===== src/rtl/layer1_relu_stage.sv =====
// rtl/layer1_relu_stage.sv - Layer 1 to Layer 2 ReLU stage: capture, rescale, rectify, saturate, publish
module layer1_relu_stage #(
    parameter int NODES     = 20,
    parameter int IN_WIDTH  = 24,
    parameter int OUT_WIDTH = 8,
    parameter int SHIFT     = 8,
    parameter int IDX_WIDTH = 5
) (
    input  logic                          clk,
    input  logic                          reset,
    input  logic                          inputsReady,
    input  logic [NODES*IN_WIDTH-1:0]     sumIn,
    output logic                          inputsRecieved,
    output logic                          outputsReady,
    input  logic                          outputsRecieved,
    output logic [NODES*OUT_WIDTH-1:0]    reluOutput,
    output logic [IDX_WIDTH:0]            nonZeroCount,
    output logic                          busy
);

    typedef enum logic [1:0] {IDLE, PROCESS, PUBLISH} state_t;

    state_t                         state_q, state_d;
    logic [NODES*IN_WIDTH-1:0]      cap_q, cap_d;
    logic [NODES*OUT_WIDTH-1:0]     work_q, work_d;
    logic [NODES*OUT_WIDTH-1:0]     relu_q, relu_d;
    logic [IDX_WIDTH-1:0]           idx_q, idx_d;
    logic [IDX_WIDTH:0]             cnt_q, cnt_d;
    logic [IDX_WIDTH:0]             nz_q, nz_d;
    logic                           in_ack_q, in_ack_d;
    logic                           out_rdy_q, out_rdy_d;

    logic [IN_WIDTH-1:0]            cur_sum;
    logic signed [IN_WIDTH-1:0]     shifted;
    logic [OUT_WIDTH-1:0]           relu_val;

    always_ff @(posedge clk) begin
        if (reset) begin
            state_q   <= IDLE;
            cap_q     <= '0;
            work_q    <= '0;
            relu_q    <= '0;
            idx_q     <= '0;
            cnt_q     <= '0;
            nz_q      <= '0;
            in_ack_q  <= 1'b0;
            out_rdy_q <= 1'b0;
        end else begin
            state_q   <= state_d;
            cap_q     <= cap_d;
            work_q    <= work_d;
            relu_q    <= relu_d;
            idx_q     <= idx_d;
            cnt_q     <= cnt_d;
            nz_q      <= nz_d;
            in_ack_q  <= in_ack_d;
            out_rdy_q <= out_rdy_d;
        end
    end

    always_comb begin
        state_d   = state_q;
        cap_d     = cap_q;
        work_d    = work_q;
        relu_d    = relu_q;
        idx_d     = idx_q;
        cnt_d     = cnt_q;
        nz_d      = nz_q;
        in_ack_d  = in_ack_q;
        out_rdy_d = out_rdy_q;

        cur_sum = '0;
        for (int i = 0; i < NODES; i++) begin
            if (idx_q == IDX_WIDTH'(i)) cur_sum = cap_q[i*IN_WIDTH +: IN_WIDTH];
        end
        shifted = $signed(cur_sum) >>> SHIFT;

        // Negative or zero rectifies to 0; anything above the output range saturates.
        if (shifted[IN_WIDTH-1] || (shifted == '0))
            relu_val = '0;
        else if (|shifted[IN_WIDTH-1:OUT_WIDTH])
            relu_val = '1;
        else
            relu_val = shifted[OUT_WIDTH-1:0];

        if (in_ack_q && !inputsReady)      in_ack_d  = 1'b0;
        if (out_rdy_q && outputsRecieved)  out_rdy_d = 1'b0;

        case (state_q)
            IDLE: begin
                if (inputsReady && !in_ack_q) begin
                    cap_d    = sumIn;
                    idx_d    = '0;
                    cnt_d    = '0;
                    in_ack_d = 1'b1;
                    state_d  = PROCESS;
                end
            end
            PROCESS: begin
                for (int i = 0; i < NODES; i++) begin
                    if (idx_q == IDX_WIDTH'(i)) work_d[i*OUT_WIDTH +: OUT_WIDTH] = relu_val;
                end
                if (relu_val != '0) cnt_d = cnt_q + (IDX_WIDTH+1)'(1);
                if (idx_q == IDX_WIDTH'(NODES-1))
                    state_d = PUBLISH;
                else
                    idx_d = idx_q + IDX_WIDTH'(1);
            end
            PUBLISH: begin
                // Publishing only with ready and ack both low keeps it disjoint from the ack clear.
                if (!out_rdy_q && !outputsRecieved) begin
                    relu_d    = work_q;
                    nz_d      = cnt_q;
                    out_rdy_d = 1'b1;
                    state_d   = IDLE;
                end
            end
            default: state_d = IDLE;
        endcase
    end

    assign inputsRecieved = in_ack_q;
    assign outputsReady   = out_rdy_q;
    assign reluOutput     = relu_q;
    assign nonZeroCount   = nz_q;
    assign busy           = (state_q != IDLE);

endmodule


===== config.mk =====
export PLATFORM = sky130hd
export DESIGN_NAME = layer1_relu_stage
export DESIGN_NICKNAME = d
export VERILOG_FILES = /design/src/rtl/layer1_relu_stage.sv
export SDC_FILE = /design/constraint.sdc
export NUM_CORES = 1
export LEC_CHECK = 0
export BUFFER_PORTS_ARGS = -buffer_cell sky130_fd_sc_hd__buf_2
export CAP_MARGIN = 10
export CORE_AREA = 4 4 250 252
export CTS_CLUSTER_DIAMETER = 80
export DETAILED_ROUTE_END_ITERATION = 8
export DIE_AREA = 0 0 254 256
export HOLD_SLACK_MARGIN = 0.1
export PLACE_DENSITY_LB_ADDON = 0.12
export SLEW_MARGIN = 10
export SYNTH_ARGS = -nofsm -noshare
export SYNTH_HDL_FRONTEND = slang
export SYNTH_SLANG_ARGS = --single-unit

===== constraint.sdc =====
create_clock -name clk -period 3.87 [get_ports clk]
set_input_delay 1.161 -clock clk [delete_from_list [all_inputs] [get_ports clk]]
set_output_delay 1.161 -clock clk [all_outputs]
set_load 0.01 [all_outputs]

==> flow_summary.ini <==
[hold_path]
holdCritPathClass = flop to flop
whs_path_depth = 2

[synth]
ys_ff_latch = 661
syn-num-nets = 3983
yosys_most_used_dff = dfxtp_1
synth_warnings = 0
syn_area_um2 = 26900
ys_async_sr_fraction_pct = 0
synth_top_area_share_pct = 49.1
synthTopCellsByCount = nand2_1 (1101), dfxtp_1 (661), a21oi_1 (607)
synthSimpleGateAreaFrac_pct = 23.4
yosysTopAreaCell = dfxtp_1
synth-seq-area-share_pct = 49.1
synthTopCellsByArea = dfxtp_1 (49%), nand2_1 (15%), a21oi_1 (11%)
synth_cell_types = 91
yosysMostFrequentCell = nand2_1
synth_compound_area_share_pct = 21.6
synth_top_family_by_area = simple AND/OR/NAND/NOR gates
synth_fa_ha_area_share_pct = 0.279
synthMuxAreaShare_pct = 0.172
synth_xor_area_share_pct = 0.0650
avgSynthCellArea_um2 = 7.71
synthesis.instances = 3493
synth_edf_count = 0

[layout]
final_layout_size_suffix_gt1_share_pct = 20.4
fin_area_um2 = 33000
final-instance-count-excl-fill = 4757
syn_to_final_growth_pct = 22.6
nets = 4405
nFillCells = 6046

[worst_setup_path]
worstPathMaxFanout = 50
reg2regPathDepth = 13
cp-end-kind = flop
criticalPathCategory = flop to flop
cp-start-kind = flop
worstPathRequired_ns = 4.33
critPathArrivalTime_ns = 4.20

[timing]
tns_ns = 0
worstMarginPinSlew_ns = 1.03
fin_crit_ns = 3.75
rsz0062_at_grt = false
slew_headroom_pct = 31.3
finalClockSkew_ns = 0.0228
finalSetupViolCount = 0
finalHoldViolCount = 0
timing.final.crit_share_pct = 96.8
maxSlewViolCount = 0
clock.fmax_mhz = 267
hold_ws_ns = 0.438

[detailed_routing]
wl_per_cell_um = 22.0
ant_nets = 0
vias = 26400
drcViolationCount = 0
drt_iter0_markers = 2533
drt_wl_total_mm = 105
via_per_inst = 5.55
drt_pre_antenna_iters = 7

[placement]
gp_congestion = 1.03
portBuffers = 492
dp.cells = 4625
dp_hpwl_mm = 75.6
place_area_um2 = 30700

[power]
sequentialPowerShare_pct = 46.1
internal_power_uw = 11500
vdd_ir_drop_max_mv = 0.339
comb_power_share_pct = 11.7
power_density_nw_per_um2 = 474
p_sw_share_pct = 26.6
clkPwrFrac_pct = 42.3
power_switching_uw = 4170
power_leakage_uw = 0.0129

[grt]
grt_max_degree = 189
antenna_found_initial = 8
grt_overflow = 0
grtUsageTotal_pct = 30.7
grt_pass1_vias = 24400
grt_pass1_wl_mm = 153

[cts]
cts_sinks = 661
cts_hold_buf = 0
cts_tree = yes
clkLatencyLatePin_ns = 0.63
htree_levels = 3
cts_buffers = 69
clockRootBuffer = clkbuf_16
cts_max_path_buffers = 3
clkTransAtPathRegs_ns = 0.06

[job]
cap_viol_max_count = 0

[floorplan]
die_h_um = 256
initial_core_util_pct = 44.8
coreArea_um2 = 60100
die_w_um = 254
dieArea_um2 = 65000
ios = 653
rows = 90

[status]
status = finished clean
area by class of cell:
cell class | count | area, um2 | share of cell area [%]
well taps | 782 | 978 | 2.96
multi-input cells | 2507 | 12400 | 37.5
repair buffers | 655 | 4080 | 12.3
clock buffers | 103 | 2040 | 6.17
clock inverters | 19 | 219 | 0.663
flip-flops and latches | 661 | 13200 | 40.1
diodes | 9 | 22.5 | 0.0682
inverters | 21 | 78.8 | 0.239
per-layer routing:
metal  vias to the layer above  GRT usage [%]  routed length, um
met1                     12500           40.2              43400
met4                         4           12.8               4840
li1                      12700              -                  -
met3                       218           4.61               6400
met2                       946           50.7              50200
met5                         -              0                 26
path summary, 6_finish.rpt:
path | from | slack, ns | endpoint
worst max-delay path | idx_q[1]$_SDFFE_PP0P_ | 0.12 | work_q[9]$_SDFFE_PP0P_
worst min-delay path | work_q[114]$_SDFFE_PP0P_ | 0.44 | reluOutput[114]$_SDFFE_PP0P_
worst max register to register | idx_q[1]$_SDFFE_PP0P_ | 0.12 | work_q[9]$_SDFFE_PP0P_
worst min register to register | work_q[114]$_SDFFE_PP0P_ | 0.44 | reluOutput[114]$_SDFFE_PP0P_
stage by stage:
stage / total power [uW] / setup WS (ns) / util (%)
global route: 16200 / 0.0295 / 54.9
detailed placement: 9150 / -0.00668 / 51.0
CTS: 15700 / 0.00975 / 54.8
global placement: 9140 / -0.00146 / 51.0
finish: 15700 / 0.123 / 54.9
floorplan: 8180 / 0.0246 / -
cells by family after synthesis:
group	count (synthesis)
buf+inv	325
compound gates	1008
simple gates	1487
flops	661
fa+ha+maj	6
mux	4
xor+xnor	2
layout by cell type (no fill, tap or decap), types with 11 or more instances in the layout:
| cell | Yosys | layout |
|---|---|---|
| o21ai_0 | 111 | 110 |
| buf_2 | 51 | 491 |
| nand4_1 | 12 | 12 |
| nor3b_1 | 12 | 11 |
| o21ai_1 | 34 | 32 |
| nand3_1 | 64 | 64 |
| buf_12 | 0 | 30 |
| nand3b_1 | 12 | 12 |
| clkbuf_8 | 0 | 14 |
| a211oi_1 | 11 | 11 |
| a221oi_1 | 15 | 15 |
| a31oi_1 | 11 | 11 |
| o22ai_1 | 17 | 17 |
| o21a_1 | 11 | 11 |
| nand2b_1 | 19 | 19 |
| nand2_1 | 1101 | 1099 |
| a21oi_1 | 607 | 607 |
| dfxtp_1 | 661 | 658 |
| nor3_1 | 20 | 20 |
| nor2_1 | 157 | 157 |
| a22oi_1 | 87 | 87 |
| clkbuf_16 | 0 | 71 |
| nor2b_1 | 20 | 17 |
| inv_1 | 18 | 18 |
| buf_4 | 9 | 132 |
| clkbuf_1 | 223 | 18 |
registers in the layout, summed over array words and instances, names as in the netlist, 2 cells and up:
signal / cells
cap_q: 320
cnt_q: 6
idx_q: 5
nonZeroCount: 6
reluOutput: 160
state_q: 2
work_q: 160
critical path, stage by stage, from the launching register on:
cell,delay [ns]
dfxtp_2,0.39
ha_1,0.23
buf_12,0.27
nor2_1,0.12
buf_4,0.21
a311oi_1,0.49
a22oi_1,0.21
o21a_1,0.26
a21oi_1,0.35
a22o_1,0.36
buf_4,0.25
nor2_1,0.13
a22oi_1,0.21
nor2_1,0.07
timing repair:
action | CTS | global route
endpoints found under the setup margin | 1 | 166
setup buffers | 0 | 1
cloned | 0 | 0
pin swaps | 0 | 3
gates resized for setup | 1 | 14
power groups by stage:
stage	clock, uW	sequential [uW]	combinational [uW]
2_1_floorplan	0	7270	913
3_3_place_gp	0	7350	1790
3_5_place_dp	0	7360	1790
4_1_cts	6710	7210	1800
5_1_grt	7010	7230	1960
6_report	6610	7210	1830
Power figures use the tool's default switching activity.
